File: config.mk
export PLATFORM = sky130hd
export DESIGN_NAME = lambda_result_reader
export DESIGN_NICKNAME = d
export VERILOG_FILES = /design/src/rtl/lambda_pkg.sv /design/src/rtl/lambda_frame_buffer.sv /design/src/rtl/lambda_result_reader.sv
export SDC_FILE = /design/constraint.sdc
export NUM_CORES = 1
export LEC_CHECK = 0
export ABC_AREA = 1
export BUFFER_PORTS_ARGS = -buffer_cell sky130_fd_sc_hd__buf_2
export CAP_MARGIN = 20
export CORE_MARGIN = 5
export CORE_UTILIZATION = 35
export CTS_CLUSTER_DIAMETER = 40
export DETAILED_ROUTE_END_ITERATION = 16
export PLACE_DENSITY = 0.51
export SYNTH_ARGS = -nofsm -noshare
export SYNTH_HDL_FRONTEND = slang
export SYNTH_HIERARCHICAL = 1
export SYNTH_SLANG_ARGS = --single-unit
File: constraint.sdc
create_clock -name clk_25mhz -period 7.3 [get_ports clk_25mhz]
set_input_delay 2.19 -clock clk_25mhz [delete_from_list [all_inputs] [get_ports clk_25mhz]]
set_output_delay 2.19 -clock clk_25mhz [all_outputs]
set_load 0.05 [all_outputs]
File: src/rtl/lambda_pkg.sv
// Shared definitions for the lambda result reader: FSM encoding, ASCII constants, default depth.
package lambda_pkg;

  typedef enum logic [1:0] {
    ST_IDLE    = 2'd0,
    ST_CAPTURE = 2'd1,
    ST_DRAIN   = 2'd2,
    ST_DONE    = 2'd3
  } lambda_state_t;

  localparam int unsigned DEFAULT_DEPTH = 32;

  localparam logic [7:0] ASCII_NUL       = 8'd0;
  localparam logic [7:0] ASCII_SPACE     = 8'd32;
  localparam logic [7:0] ASCII_BACKSLASH = 8'd92;
  localparam logic [7:0] ASCII_DOT       = 8'd46;
  localparam logic [7:0] ASCII_EQUALS    = 8'd61;

endpackage

File: src/rtl/lambda_frame_buffer.sv
// Frame storage for the result reader: DEPTH x 8, one synchronous write port, one asynchronous read port.
module lambda_frame_buffer #(
  parameter int unsigned DEPTH = 32,
  parameter int unsigned AW    = $clog2(DEPTH)
) (
  input  logic          clk_25mhz,
  input  logic          wr_en,
  input  logic [AW-1:0] wr_addr,
  input  logic [7:0]    wr_data,
  input  logic [AW-1:0] rd_addr,
  output logic [7:0]    rd_data
);

  logic [7:0] mem [DEPTH];

  // Contents are never reset; a frame is always written before it is read.
  always_ff @(posedge clk_25mhz) begin
    if (wr_en) mem[wr_addr] <= wr_data;
  end

  assign rd_data = mem[rd_addr];

endmodule

File: src/rtl/lambda_result_reader.sv
// Captures a byte frame terminated by IDLE_BYTE, then drains it over a valid/ready port.
// Build option: LAMBDA_READER_TRIM_SPACE_EN drops ASCII space bytes before capture.
module lambda_result_reader
  import lambda_pkg::*;
#(
  parameter int unsigned DEPTH     = DEFAULT_DEPTH,
  parameter logic [7:0]  IDLE_BYTE = 8'd0,
  localparam int unsigned AW       = $clog2(DEPTH),
  localparam int unsigned PW       = $clog2(DEPTH) + 1
) (
  input  logic          clk_25mhz,
  input  logic          reset_n,
  input  logic [7:0]    data_in,
  output logic [7:0]    out_data,
  output logic          out_valid,
  input  logic          out_ready,
  output logic          frame_done,
  output logic [PW-1:0] frame_len,
  output logic          overflow
);

  lambda_state_t state, state_nxt;
  logic [PW-1:0] count, count_nxt;
  logic [PW-1:0] rd_ptr, rd_ptr_nxt;
  logic [PW-1:0] frame_len_nxt;
  logic          overflow_nxt;
  logic          out_valid_nxt;
  logic [7:0]    out_data_nxt;
  logic          wr_en;
  logic [AW-1:0] wr_addr;
  logic [AW-1:0] rd_addr;
  logic [7:0]    rd_data;
  logic          byte_idle;
  logic          byte_skip;
  logic          accept;
  logic          last_byte;

  assign byte_idle = (data_in == IDLE_BYTE);

`ifdef LAMBDA_READER_TRIM_SPACE_EN
  assign byte_skip = (data_in == ASCII_SPACE);
`else
  assign byte_skip = 1'b0;
`endif

  assign accept    = (state == ST_DRAIN) && out_valid && out_ready;
  assign last_byte = (rd_ptr == (frame_len - PW'(1)));
  // Look one entry ahead on acceptance so back-to-back bytes need no bubble.
  assign rd_addr   = accept ? (rd_ptr[AW-1:0] + AW'(1)) : rd_ptr[AW-1:0];

  lambda_frame_buffer #(.DEPTH(DEPTH)) u_frame_buffer (
    .clk_25mhz (clk_25mhz),
    .wr_en     (wr_en),
    .wr_addr   (wr_addr),
    .wr_data   (data_in),
    .rd_addr   (rd_addr),
    .rd_data   (rd_data)
  );

  always_ff @(posedge clk_25mhz or negedge reset_n) begin
    if (!reset_n) begin
      state     <= ST_IDLE;
      count     <= '0;
      rd_ptr    <= '0;
      frame_len <= '0;
      overflow  <= 1'b0;
      out_valid <= 1'b0;
      out_data  <= '0;
    end else begin
      state     <= state_nxt;
      count     <= count_nxt;
      rd_ptr    <= rd_ptr_nxt;
      frame_len <= frame_len_nxt;
      overflow  <= overflow_nxt;
      out_valid <= out_valid_nxt;
      out_data  <= out_data_nxt;
    end
  end

  always_comb begin
    state_nxt     = state;
    count_nxt     = count;
    rd_ptr_nxt    = rd_ptr;
    frame_len_nxt = frame_len;
    overflow_nxt  = overflow;
    out_valid_nxt = out_valid;
    out_data_nxt  = out_data;
    wr_en         = 1'b0;
    wr_addr       = count[AW-1:0];
    unique case (state)
      ST_IDLE: begin
        if (!byte_idle && !byte_skip) begin
          wr_en        = 1'b1;
          wr_addr      = '0;
          count_nxt    = PW'(1);
          overflow_nxt = 1'b0;
          state_nxt    = ST_CAPTURE;
        end
      end
      ST_CAPTURE: begin
        if (byte_idle) begin
          frame_len_nxt = count;
          rd_ptr_nxt    = '0;
          state_nxt     = ST_DRAIN;
        end else if (!byte_skip) begin
          if (count == PW'(DEPTH)) begin
            overflow_nxt = 1'b1;
          end else begin
            wr_en     = 1'b1;
            count_nxt = count + PW'(1);
          end
        end
      end
      ST_DRAIN: begin
        if (!out_valid) begin
          out_valid_nxt = 1'b1;
          out_data_nxt  = rd_data;
        end else if (out_ready) begin
          if (last_byte) begin
            out_valid_nxt = 1'b0;
            state_nxt     = ST_DONE;
          end else begin
            rd_ptr_nxt   = rd_ptr + PW'(1);
            out_data_nxt = rd_data;
          end
        end
      end
      ST_DONE: begin
        state_nxt = ST_IDLE;
      end
      default: state_nxt = ST_IDLE;
    endcase
  end

  assign frame_done = (state == ST_DONE);

endmodule

Yosys cells after proc, flatten, opt, wreduce, memory -nomap -nowiden. Memory sizes are Yosys's and may differ from the RTL's. Index checks and enable logic that the tools add are counted.

Memories: 1. RAM bits: 256. Logic and storage cells: 74. Flip-flop bits (word level): 30. Input bits: 11.

Memories: u_frame_buffer.mem (depth 32, bits a word 8, rd ports 1, clocked after Yosys merged registers in 0, wr ports 1, RTL line lambda_frame_buffer.sv:14) `logic [7:0] mem [DEPTH];`.

Multiplexer cells: 34. Equal/unequal tests: 16. Reductions and logical operators: 12. $add $sub $neg: 4.

Operator list (number): $mux 6 (7); $mux 8 (3); $pmux 6 s2 (2); $ne 2x2->1 const B (10); $mux 5 (3); $add 6x1->6 const B (2); $mux 1 (11); $mux 2 (5); $reduce_and 5->1 (2); $logic_not 8->1 (1); $pmux 2 s4 (1); $reduce_and 4->1 (2); $eq 6x6->1 (1); $eq 6x6->1 const B (1); $sub 6x1->6 const B (1); $add 5x1->5 const B (1); $eq 2x2->1 const B (2); $pmux 1 s2 (2); $reduce_bool 2->1 (2); $reduce_and 3->1 (1); $eq 2x1->1 const B (1); $logic_and 1x1->1 (2); $logic_not 2->1 (1); $ne 2x1->1 const B (1); $reduce_and 2->1 (1).

Longest topological paths before layout. Gate-level depths: netlist (run 1). An unclocked memory read counts as a cell.

Word-level depth: 8. Mapped depth: 18.

Modules after synthesis. The synthesis (run 1) kept the hierarchy.

By module, submodules not included: lambda_frame_buffer (instances 1, cells an instance 914, area each 10626.4 sq um, sequential area each 7687.4 sq um); lambda_result_reader (instances 1, cells an instance 265, area each 1939.4 sq um, sequential area each 750.7 sq um).

Least setup slack after synthesis (run 1). OpenSTA, ideal clock, no wires.

Path kind: in2reg. Start: in data_in[6]. End: mem u_frame_buffer.mem[11][0] (enable). Arrival: 3.509 ns. Stages on the path: 8. Slack: 3.421 ns. Required time: 6.930 ns. Path through: nor2_1 nand2_1 nor2_4 nor2_2 nor2_1 nor2_1 nand3_1 nor2_1.

Word-level cells in the longest chain between the ends: 5. Elaborated cells between the ends (all ways): 8.

RTL lines: from (decl) (RTL line lambda_result_reader.sv:13) `input logic [7:0] data_in,`; $logic_not 8->1 (*) (RTL line lambda_result_reader.sv:38) `assign byte_idle = (data_in == IDLE_BYTE);`; $mux 1 (on tied branches) (RTL line lambda_result_reader.sv:101, lambda_result_reader.sv:92); $pmux 1 s2 (*) (RTL line lambda_result_reader.sv:90) `unique case (state)`; via wr_en (RTL line lambda_result_reader.sv:29) `logic wr_en;`; $mux 1 (*) (RTL line lambda_frame_buffer.sv:18) `if (wr_en) mem[wr_addr] <= wr_data;`; $mux 1 (implied by the code) (*) (RTL line lambda_frame_buffer.sv:18); to (decl) (RTL line lambda_frame_buffer.sv:14).

The timed path passes the listed nets; every way through them passes the cells marked *.

Final worst setup path (run 1).
Start: in data_in[3]. End: mem u_frame_buffer.mem[7][0] (enable).

The elaborated chain is that of the path after synthesis.

==> impl_metrics.env, run 1 <==
export IMPL_cpPeakStageDelay_ns=0.83
export IMPL_worstSetupEndpointType="register"
export IMPL_post_cts_resized=0
export IMPL_tritoncts="done"
export IMPL_deepest_level_of_the_cts_h_tree=2
export IMPL_power_per_cell_area_nw_per_um2=382
export IMPL_drt_pass1_iter_count=5
export IMPL_timing_clock_skew_ns=0.0239
export IMPL_crit_slowest_cell="nor2_1"
export IMPL_max_slew_worst_pin_slew_ns=0.830
export IMPL_ctsHoldBuffers=0
export IMPL_first_global_vias=8399
export IMPL_synth_top_area_cell="edfxtp_1"
export IMPL_yosys_warnings=6
export IMPL_crit_reg2reg_launch="state[0]"
export IMPL_post_route_min_period_ns=4.86
export IMPL_finalHoldViolCount=0
export IMPL_number_of_flops_mapped_to_enable_cells_by_yosys=256
export IMPL_io_pin_count=28
export IMPL_detail_route_antenna_nets=0
export IMPL_mappedNetlistNets=1198
export IMPL_postSynthCellCount=1179
export IMPL_global_route_wire_length_before_repair_mm=49.8
export IMPL_power_switching_mw=2.01
export IMPL_totalNegativeSetupSlack_ns=0
export IMPL_seq_area_sq_um=8440
export IMPL_crit_family="simple AND/OR/NAND/NOR gates"
export IMPL_post_route_drc_count=0
export IMPL_nNetsFinal=1231
export IMPL_hold_start="out_data[0]"
export IMPL_ir_drop_mv=0.266
export IMPL_place_gp_congestion=0.837
export IMPL_power_internal_mw=3.47
export IMPL_finalSetupViolations=0
export IMPL_seqPwrFrac_pct=35.6
export IMPL_area_growth_syn_to_layout_pct=14.3
export IMPL_drv_max_cap_violation_count=0
export IMPL_cts_buffers=41
export IMPL_setup_fix_buffers_added_after_clock_tree_synthesis=0
export IMPL_rsz0062_at_grt="no"
export IMPL_synth_top_cells_by_count="nand2_1 (442), edfxtp_1 (256), nand3_1 (222)"
export IMPL_detailroute_via_count=8508
export IMPL_ys_dominant_reg_cell="edfxtp_1"
export IMPL_sw_frac_of_total_pct=36.7
export IMPL_gr_usage_all_layers_pct=16.6
export IMPL_grt_remaining_overflow=0
export IMPL_design_die_area_sq_um=39800
export IMPL_synthesized_area_per_cell_sq_um=10.7
export IMPL_drt_iter0_markers=688
export IMPL_synth_area_sq_um=12600
export IMPL_average_via_count_per_standard_cell=5.00
export IMPL_finalMaxSlewViolations=0
export IMPL_cts_root_to_sink_buffers=3
export IMPL_totalWireLength_mm=32.8
export IMPL_share_of_synthesized_area_occupied_by_flip_flops_and_latches_pct=67.2
export IMPL_cts_root_buf="clkbuf_16"
export IMPL_final_min_period_over_clock_period_pct=66.6
export IMPL_placeableCoreArea_sq_um=35500
export IMPL_setup_worst_path_start="data_in[3]"
export IMPL_die_height_um=199
export IMPL_relative_slew_margins_pct=44.6
export IMPL_hold_path_class="reg2reg"
export IMPL_num_rows=69
export IMPL_worst_endpoint_arrival_ns=5.03
export IMPL_timing_fmax_ghz=0.206
export IMPL_crit_chain="buf_2, buf_4, nor2_1, nand2_1, nor2_4, nor2_2, nor2_1, nor2_1, nand3_1, nor2_1"
export IMPL_clock_power_share_pct=34.6
export IMPL_worst_setup_slack_final_ns=2.44
export IMPL_comb_power_share_pct=29.8
export IMPL_antenna_diode_count=0
export IMPL_netlist_top_cells_area="edfxtp_1 (61%), nand2_1 (13%), nand3_1 (8.8%)"
export IMPL_routed_wire_length_per_instance_um=19.3
export IMPL_grt_antenna_before_repair=0
export IMPL_io_buffers=27
export IMPL_synth_most_common_cell="nand2_1"
export IMPL_floorplan_die_width_um=199
export IMPL_clock_input_transition_at_the_sequential_cells_of_the_worst_setup_and_hold_paths_ns=0.05
export IMPL_start_util_pct=35.4
export IMPL_leakage_power_total_nw=5.47
export IMPL_postSynthRegisterBits=286
export IMPL_clock_sinks=286
export IMPL_path_buf_inv=2
export IMPL_criticalPathCategory="in2reg"
export IMPL_worstSkewPairLatency_ns=0.54
export IMPL_crit_top_cell="nor2_1"
export IMPL_pin_count_of_the_biggest_net_entering_global_routing=129
export IMPL_fillers=3444
export IMPL_post_route_cells_drive_above_1_share_pct=10.8
export IMPL_placement_setup_worst_slack_ns=1.97
export IMPL_detailedPlacementHpwl_mm=20.3
export IMPL_startpoint_type="primary input"
export IMPL_cp_data_required_time_ns=7.47
export IMPL_ys_async_sr_fraction_pct=10.5
export IMPL_multiInputGateArea_sq_um=3570
export IMPL_yosysTopAreaCellShare_pct=61.2
export IMPL_synth_cell_types=30
export IMPL_status="complete, no violations"
export IMPL_crit_fanout=33
-- power groups by stage --
stage          Clock (mW)  Combinational (mW)  Sequential [mW]
2_1_floorplan           0                1.18             2.04
3_3_place_gp            0                1.63             1.98
3_5_place_dp            0                1.64             1.98
4_1_cts              1.94                1.64             1.95
5_1_grt              2.01                1.82             1.96
6_report             1.90                1.63             1.95
-- metrics by stage --
step | area [sq um] | utilization [%] | cells | hold WS, ns | power, mW
after floorplan | 12600 | - | 1179 | 0.486 | 3.22
after global routing | 14400 | 40.5 | 1703 | 0.539 | 5.79
after global placement | 13000 | 36.7 | 1630 | 0.490 | 3.61
after detailed placement | 13000 | 36.7 | 1630 | 0.499 | 3.63
after CTS | 14400 | 40.5 | 1703 | 0.514 | 5.53
final | 14400 | 40.5 | 1703 | 0.508 | 5.48
-- sequential cells by signal (all words and copies together), names as in the netlist --
| register | count |
|---|---|
| u_frame_buffer/mem | 256 |
| rd_ptr | 6 |
| overflow | 1 |
| frame_len | 6 |
| count | 6 |
| out_data | 8 |
| state | 2 |
| out_valid | 1 |
-- cell usage in the layout, fill, tap and decap left out, types with 2 or more instances in the layout --
master / instances
nand3_2: 3
dfrtp_1: 30
o31ai_1: 3
inv_2: 7
nand3_1: 222
buf_4: 16
clkbuf_1: 5
clkinv_2: 7
inv_1: 38
nand4_1: 18
nor2_1: 59
xor2_1: 4
bufinv_16: 3
clkinv_4: 4
buf_2: 27
edfxtp_1: 256
o21ai_0: 13
nand2_1: 442
clkinvlp_4: 3
inv_8: 2
o21ai_1: 2
nor2_4: 4
clkinv_1: 2
clkbuf_16: 41
clkinv_8: 2
ha_1: 8
nor2_2: 3
inv_6: 5
-- layer usage --
metal	track usage, %	up-vias	wire [um]
li1	-	4125	-
met1	23.6	4090	14700
met4	5.06	0	710
met5	0	-	0
met3	2.55	44	1950
met2	26.5	249	15400
-- area by class of cell --
class                   count  share of cell area (%)
flip-flops and latches    286                    58.7
multi-input cells         793                    24.9
clock buffers              46                    7.27
well taps                 461                    4.02
clock inverters            27                    1.98
repair buffers             44                    1.92
inverters                  46                    1.21
-- cells by family (layout without fill, tap and decap cells) --
| logic type | Yosys count | count (layout) | share of synthesized area [%] |
|---|---|---|---|
| xor+xnor | 5 | 5 | 0.348 |
| fa+ha+maj | 8 | 8 | 0.797 |
| compound gates | 25 | 25 | 1.13 |
| buf+inv | 100 | 163 | 4.69 |
| flops | 286 | 286 | 67.2 |
| simple gates | 755 | 755 | 25.9 |
-- worst paths after layout --
kind,end,slack (ns),cells past startpoint
worst max-delay path,u_frame_buffer/mem[7][0],2.44,10
worst min-delay path,out_data[0],0.51,2
worst max register to register,out_data[5],3.19,17
worst min register to register,out_data[0],0.51,2
max in group asynchronous,count[0],5.12,1
min in group asynchronous,out_data[6],1.71,1
-- tightest hold or removal path: cells and delay by family (launching register included) --
family        cells  cell delay [ns]
simple gates      2             0.13
flops             1             0.34
No activity file was read; power rests on OpenSTA's default activity.
==> run 2, diff against run 1 <==
--- a/config.mk
+++ b/config.mk
@@ -5,7 +5,7 @@
 export SDC_FILE = /design/constraint.sdc
 export NUM_CORES = 1
 export LEC_CHECK = 0
-export ABC_AREA = 1
+export ABC_AREA = 0
 export BUFFER_PORTS_ARGS = -buffer_cell sky130_fd_sc_hd__buf_2
 export CAP_MARGIN = 20
 export CORE_MARGIN = 5
==> constraint.sdc (replaced) <==
create_clock -name clk_25mhz -period 4.49 [get_ports clk_25mhz]
set_input_delay 1.347 -clock clk_25mhz [delete_from_list [all_inputs] [get_ports clk_25mhz]]
set_output_delay 1.347 -clock clk_25mhz [all_outputs]
set_load 0.05 [all_outputs]
==> run 2 against run 1 <==
Compared with the run above:
- critical path depth is 1 lower
- worst hold slack improved by 0.068 ns
- via count fell by 30%
- largest cell class unchanged
==> impl_metrics.env, run 2 <==
export IMPL_crit_chain="buf_2, nand3_1, xnor2_2, buf_12, buf_12, mux4_2, mux4_2, mux2_2, mux2_2"
export IMPL_r2r_worst_path_cells=10
export IMPL_post_route_cells_drive_above_1_share_pct=35.0
export IMPL_io_pin_count=28
export IMPL_synth_most_common_cell="edfxtp_1"
export IMPL_finalMaxSlewViolations=0
export IMPL_tritoncts="done"
export IMPL_number_of_flops_mapped_to_enable_cells_by_yosys=256
export IMPL_crit_fanout=18
export IMPL_synthesized_area_per_cell_sq_um=19.7
export IMPL_timing_clock_skew_ns=0.0196
export IMPL_nNetsFinal=709
export IMPL_design_die_area_sq_um=37200
export IMPL_ctsHoldBuffers=0
export IMPL_start_util_pct=35.2
export IMPL_fin_hold_ws_ns=0.576
export IMPL_yosys_warnings=6
export IMPL_synth_adder_area_share_pct=0.855
export IMPL_postSynthCellCount=595
export IMPL_clock_sinks=286
export IMPL_criticalPathCategory="in2reg"
export IMPL_relative_slew_margins_pct=34.7
export IMPL_finalHoldViolCount=0
export IMPL_first_global_vias=6262
export IMPL_die_height_um=193
export IMPL_synth_top_area_cell="edfxtp_1"
export IMPL_post_route_min_period_ns=3.73
export IMPL_reg_top3="u_frame_buffer/mem (256), out_data (8)"
export IMPL_combinational_family_with_the_most_area_after_synthesis="multiplexers"
export IMPL_totalNegativeSetupSlack_ns=0
export IMPL_timing_fmax_ghz=0.268
export IMPL_cts_root_buf="clkbuf_16"
export IMPL_mappedNetlistNets=614
export IMPL_share_of_synthesized_area_occupied_by_flip_flops_and_latches_pct=72.1
export IMPL_worst_endpoint_arrival_ns=4.11
export IMPL_finalSetupViolations=0
export IMPL_synth_top_cells_by_count="edfxtp_1 (256), mux4_2 (80), nor2_1 (51)"
export IMPL_synth_area_sq_um=11700
export IMPL_hold_depth=1
export IMPL_pin_count_of_the_biggest_net_entering_global_routing=65
export IMPL_worstSkewPairLatency_ns=0.51
export IMPL_ir_drop_mv=0.463
export IMPL_cts_root_to_sink_buffers=3
export IMPL_synth_cell_types=46
export IMPL_setup_fix_buffers_added_after_clock_tree_synthesis=0
export IMPL_postLayoutCellArea_sq_um=13900
export IMPL_grt_remaining_overflow=0
export IMPL_ys_async_sr_fraction_pct=10.5
export IMPL_drt_iter0_markers=454
export IMPL_synth_simple_gate_area_share_pct=4.80
export IMPL_average_via_count_per_standard_cell=5.11
export IMPL_place_gp_congestion=0.782
export IMPL_clock_input_transition_at_the_sequential_cells_of_the_worst_setup_and_hold_paths_ns=0.05
export IMPL_cp_data_required_time_ns=4.87
export IMPL_post_route_drc_count=0
export IMPL_synth_compound_area_share_pct=1.75
export IMPL_mostFrequentLayoutCells="edfxtp_1 (256), mux4_2 (80), buf_4 (55)"
export IMPL_global_route_wire_length_before_repair_mm=41.1
export IMPL_leakage_power_total_nw=4.64
export IMPL_startpoint_type="primary input"
export IMPL_totalWireLength_mm=26.8
export IMPL_detailedPlacementHpwl_mm=18.0
export IMPL_ys_dominant_reg_cell="edfxtp_1"
export IMPL_final_min_period_over_clock_period_pct=83.0
export IMPL_detailroute_wirelength_met2_mm=12.9
export IMPL_met3_wirelength_mm=1.53
export IMPL_mostFrequentLayoutCell="edfxtp_1"
export IMPL_crit_family="multiplexers"
export IMPL_grt_antenna_before_repair=0
export IMPL_cpPeakStageDelay_ns=0.56
export IMPL_cts_buffers=36
export IMPL_post_cts_resized=0
export IMPL_yosysTopAreaCellShare_pct=65.7
export IMPL_routed_wire_length_per_instance_um=23.1
export IMPL_dpl_cell_area_sq_um=12800
export IMPL_hold_path_class="reg2reg"
export IMPL_antenna_diode_count=0
export IMPL_io_buffers=27
export IMPL_routedLengthMet1_mm=11.9
export IMPL_maxUsedRoutingLayer="met4"
export IMPL_drv_max_cap_violation_count=0
export IMPL_timing_critical_path_depth=9
export IMPL_placeableCoreArea_sq_um=33300
export IMPL_detailroute_via_count=5947
export IMPL_max_slew_worst_pin_slew_ns=0.976
export IMPL_drt_pass1_iter_count=4
export IMPL_area_growth_syn_to_layout_pct=18.8
export IMPL_power_per_cell_area_nw_per_um2=656
export IMPL_gr_usage_all_layers_pct=14.9
export IMPL_largest_register="u_frame_buffer/mem"
export IMPL_netlist_top_cells_area="edfxtp_1 (66%), mux4_2 (15%), dfrtp_1 (6.4%)"
export IMPL_fillers=2929
export IMPL_path_buf_inv=3
export IMPL_rsz0062_at_grt="no"
export IMPL_detail_route_antenna_nets=0
export IMPL_status="complete, no violations"
export IMPL_synthMuxAreaShare_pct=17.9
export IMPL_worstSetupEndpointType="register"
export IMPL_floorplan_die_width_um=193
export IMPL_crit_slowest_cell="mux4_2"
export IMPL_deepest_level_of_the_cts_h_tree=2
export IMPL_number_of_flip_flops_under_the_largest_register_name=256
export IMPL_postSynthRegisterBits=286
export IMPL_synth_xor_xnor_area_share_pct=1.12
export IMPL_num_rows=67
run 2: changes by cell type in the layout (fill, tap and decap cells not counted), sizes merged, moves of 6 or more:
| cell | delta |
|---|---|
| nand2 | -422 |
| a21oi | +6 |
| nand4 | -16 |
| inv | -41 |
| nand3b | +7 |
| nand3 | -215 |
| xnor2 | +7 |
| buf | +42 |
| mux4 | +80 |
| o21ai | -12 |
| mux2 | +24 |
| o211ai | +6 |
| nor2 | -15 |
run 2: path summary, 6_finish.rpt:
kind | start | end | slack [ns]
max in group asynchronous | reset_n | frame_len[2] | 3.09
setup / recovery | out_ready | out_data[7] | 0.76
hold / removal | out_data[7] | out_data[7] | 0.58
hold reg to reg | out_data[7] | out_data[7] | 0.58
setup reg to reg | state[0] | out_data[2] | 1.05
min in group asynchronous | reset_n | out_data[4] | 0.92
run 2: cells by family (layout without fill, tap and decap cells):
kind of cell             after synthesis  in the layout
AO/OA/AOI/OAI                         28             28
buffers and inverters                 37            157
adder cells (fa/ha/maj)                8              8
flip-flops                           286            286
multiplexers                         106            106
AND/OR/NAND/NOR                      115            115
XOR/XNOR                              15             15
run 2: worst reg2reg max path, cell delays in order (launching register included):
cell and delay [ns]:
dfrtp_1 0.41, inv_1 0.10, ha_1 0.19, buf_4 0.27
nand4_1 0.18, xnor2_2 0.21, buf_12 0.34, mux4_2 0.51
mux4_2 0.56, mux2_2 0.29, mux2_2 0.26
run 2: area by class of cell:
cell class                      instances  area (sq um)  area share, %
Clock buffer                           42           955           6.87
Clock inverter                         21           179           1.29
Inverter                                8          30.0          0.216
Multi-Input combinational cell        272          3110           22.3
Sequential cell                       286          8440           60.7
Tap cell                              448           561           4.03
Timing Repair Buffer                   86           628           4.52
run 2: per-stage QoR:
| stage | std cells | util (%) | setup slack, ns | power, mW |
|---|---|---|---|---|
| 2_1_floorplan | 595 | - | 0.803 | 5.49 |
| 3_5_place_dp | 1100 | 38.3 | 0.259 | 6.51 |
| 4_1_cts | 1163 | 41.8 | 0.767 | 9.24 |
| 6_report | 1163 | 41.8 | 0.763 | 9.11 |
| 3_3_place_gp | 1100 | 38.3 | 0.290 | 6.47 |
| 5_1_grt | 1163 | 41.8 | 0.673 | 9.56 |
run 2: report_power, final:
part / switching (mW) / total, mW / internal (mW)
Clock: 1.07 / 2.71 / 1.64
Sequential: 0.150 / 3.27 / 3.12
Combinational: 1.61 / 3.13 / 1.52
run 2: metal layers:
metal	track usage, %	vias up
li1	-	2608
met1	21.2	3138
met2	23.7	161
met3	2.98	40
met4	3.92	0
met5	0	-
==> run 3, diff against run 2 <==
--- a/config.mk
+++ b/config.mk
@@ -12,7 +12,7 @@
 export CORE_UTILIZATION = 35
 export CTS_CLUSTER_DIAMETER = 40
 export DETAILED_ROUTE_END_ITERATION = 16
-export PLACE_DENSITY = 0.51
+export PLACE_DENSITY = 0.52
 export SYNTH_ARGS = -nofsm -noshare
 export SYNTH_HDL_FRONTEND = slang
 export SYNTH_HIERARCHICAL = 1
==> constraint.sdc (replaced) <==
create_clock -name clk_25mhz -period 3.05 [get_ports clk_25mhz]
set_input_delay 0.915 -clock clk_25mhz [delete_from_list [all_inputs] [get_ports clk_25mhz]]
set_output_delay 0.915 -clock clk_25mhz [all_outputs]
set_load 0.05 [all_outputs]
==> run 3 against run 2 <==
Compared with the run above:
- the run now ends with setup timing left
- non-clock buffer count increased by 41
- worst setup slack lost 0.83 ns
- largest cell class unchanged
- clock skew is 0.0045 ns higher
==> impl_metrics.env, run 3 (synthesis results as in run 2) <==
export IMPL_number_of_flip_flops_under_the_largest_register_name=256
export IMPL_io_buffers=27
export IMPL_status="finished with violations"
export IMPL_sw_frac_of_total_pct=30.0
export IMPL_average_via_count_per_standard_cell=5.01
export IMPL_num_rows=67
export IMPL_clock_power_share_pct=29.6
export IMPL_fin_hold_ws_ns=0.472
export IMPL_power_internal_mw=10.5
export IMPL_mostFrequentLayoutCells="edfxtp_1 (256), mux4_2 (80), buf_4 (78)"
export IMPL_detailedPlacementHpwl_mm=18.1
export IMPL_clock_sinks=286
export IMPL_violations="setup timing"
export IMPL_criticalPathCategory="reg2reg"
export IMPL_placed_cells=1132
export IMPL_finalSetupViolations=7
export IMPL_post_route_min_period_ns=3.11
export IMPL_start_util_pct=35.2
export IMPL_timing_clock_skew_ns=0.0241
export IMPL_cts_root_to_sink_buffers=3
export IMPL_hold_path_class="in2async"
export IMPL_io_pin_count=28
export IMPL_place_gp_congestion=0.740
export IMPL_final_min_period_over_clock_period_pct=102
export IMPL_power_switching_mw=4.49
export IMPL_instances_no_fill=1210
export IMPL_mostFrequentLayoutCell="edfxtp_1"
export IMPL_relative_slew_margins_pct=48.8
export IMPL_gr_usage_all_layers_pct=15.6
export IMPL_global_route_wire_length_before_repair_mm=42.1
export IMPL_first_global_vias=6509
export IMPL_drt_iter0_markers=501
export IMPL_largest_register="u_frame_buffer/mem"
export IMPL_post_route_cells_drive_above_1_share_pct=39.8
export IMPL_finalHoldViolCount=0
export IMPL_design_die_area_sq_um=37200
export IMPL_worst_endpoint_arrival_ns=3.51
export IMPL_cp_data_required_time_ns=3.45
export IMPL_nNetsFinal=753
export IMPL_cts_buffers=39
export IMPL_grt_antenna_before_repair=0
export IMPL_ir_drop_mv=0.605
export IMPL_antenna_diode_count=0
export IMPL_worstSkewPairLatency_ns=0.52
export IMPL_timing_fmax_ghz=0.321
export IMPL_detail_route_antenna_nets=0
export IMPL_area_growth_syn_to_layout_pct=25.3
export IMPL_power_per_cell_area_nw_per_um2=1020
export IMPL_comb_power_share_pct=38.7
export IMPL_tritoncts="done"
export IMPL_deepest_level_of_the_cts_h_tree=2
export IMPL_die_height_um=193
export IMPL_finalMaxSlewViolations=0
export IMPL_fillers=2856
export IMPL_total_chip_power_mw=15.0
export IMPL_floorplan_die_width_um=193
export IMPL_crit_fanout=8
export IMPL_routed_wire_length_per_instance_um=23.1
export IMPL_drv_max_cap_violation_count=0
export IMPL_cts_root_buf="clkbuf_16"
export IMPL_placeableCoreArea_sq_um=33300
export IMPL_clock_input_transition_at_the_sequential_cells_of_the_worst_setup_and_hold_paths_ns=0.06
export IMPL_detailroute_via_count=6059
export IMPL_worstSetupEndpointType="register"
export IMPL_leakage_power_total_nw=5.03
export IMPL_reg_top3="u_frame_buffer/mem (256), out_data (8)"
export IMPL_drt_pass1_iter_count=4
export IMPL_totalWireLength_mm=28.0
export IMPL_pin_count_of_the_biggest_net_entering_global_routing=33
export IMPL_worst_setup_slack_final_ns=-0.0649
export IMPL_max_slew_worst_pin_slew_ns=0.768
export IMPL_post_route_drc_count=0
export IMPL_startpoint_type="register"
export IMPL_seqPwrFrac_pct=31.7
export IMPL_rsz0062_at_grt="yes"
export IMPL_grt_remaining_overflow=0
-- run 3: cell count changes in the layout (fill, tap and decap cells not counted), moves of 4 or more --
cell,before,now
mux2_2,24,14
buf_12,4,15
buf_6,0,4
mux2_4,0,10
buf_4,55,78
-- run 3: metal layers --
layer	track usage, %	part of all wire (%)
met5	0	0
met4	5.07	3.1
met3	3.20	6.7
met2	26.3	50
met1	20.2	40
-- run 3: per-stage QoR --
stage	util (%)	cell area [sq um]	worst slack, ns	setup TNS [ns]
2_1_floorplan	-	11800	-0.0885	-0.708
3_3_place_gp	39.4	13100	-0.593	-49.00
3_5_place_dp	39.4	13100	-0.657	-55.69
4_1_cts	44.0	14600	-0.150	-3.43
5_1_grt	44.0	14700	-0.163	-1.08
6_report	44.0	14700	-0.0649	-0.280
-- run 3: repair_timing --
item / 4_1_cts / 5_1_grt
hold buffers: 0 / 0
resized for setup: 21 / 11
gates cloned: 4 / 0
hold endpoints to repair: 0 / 0
pin swaps: 1 / 1
setup buffers: 6 / 2
setup endpoints to repair: 32 / 48
-- run 3: critical path: stages (launching register included) --
cell	delay, ns
dfrtp_1	0.38
inv_2	0.08
ha_4	0.17
nand3_4	0.10
xnor2_4	0.24
buf_12	0.20
buf_12	0.16
mux4_2	0.56
mux4_2	0.55
mux2_4	0.29
mux2_2	0.26
-- run 3: final timing paths --
| kind | from | endpoint | slack (ns) | depth (start not counted) |
|---|---|---|---|---|
| max | state[0] | out_data[6] | -0.06 | 10 |
| min | reset_n | out_data[1] | 0.47 | 1 |
| max reg2reg | state[0] | out_data[6] | -0.06 | 10 |
| min reg2reg | out_data[3] | out_data[3] | 0.50 | 1 |
| max in group asynchronous | reset_n | count[1] | 2.06 | 1 |
| min in group clk_25mhz | out_data[3] | out_data[3] | 0.50 | 1 |
-- run 3: power groups by stage --
| stage | combinational (mW) | sequential (mW) | clock (mW) |
|---|---|---|---|
| 2_1_floorplan | 3.34 | 4.98 | 0 |
| 3_3_place_gp | 5.19 | 4.82 | 0 |
| 3_5_place_dp | 5.23 | 4.83 | 0 |
| 4_1_cts | 5.92 | 4.76 | 4.53 |
| 5_1_grt | 6.20 | 4.79 | 4.73 |
| 6_report | 5.80 | 4.76 | 4.43 |
-- run 3: final cells by class --
| cell class | instances | area [sq um] | share of cell area [%] |
|---|---|---|---|
| clock inverters | 23 | 267 | 1.82 |
| clock buffers | 46 | 1010 | 6.91 |
| inverters | 8 | 30.0 | 0.205 |
| flip-flops and latches | 286 | 8440 | 57.6 |
| well taps | 448 | 561 | 3.82 |
| repair buffers | 127 | 1150 | 7.84 |
| multi-input cells | 272 | 3200 | 21.8 |
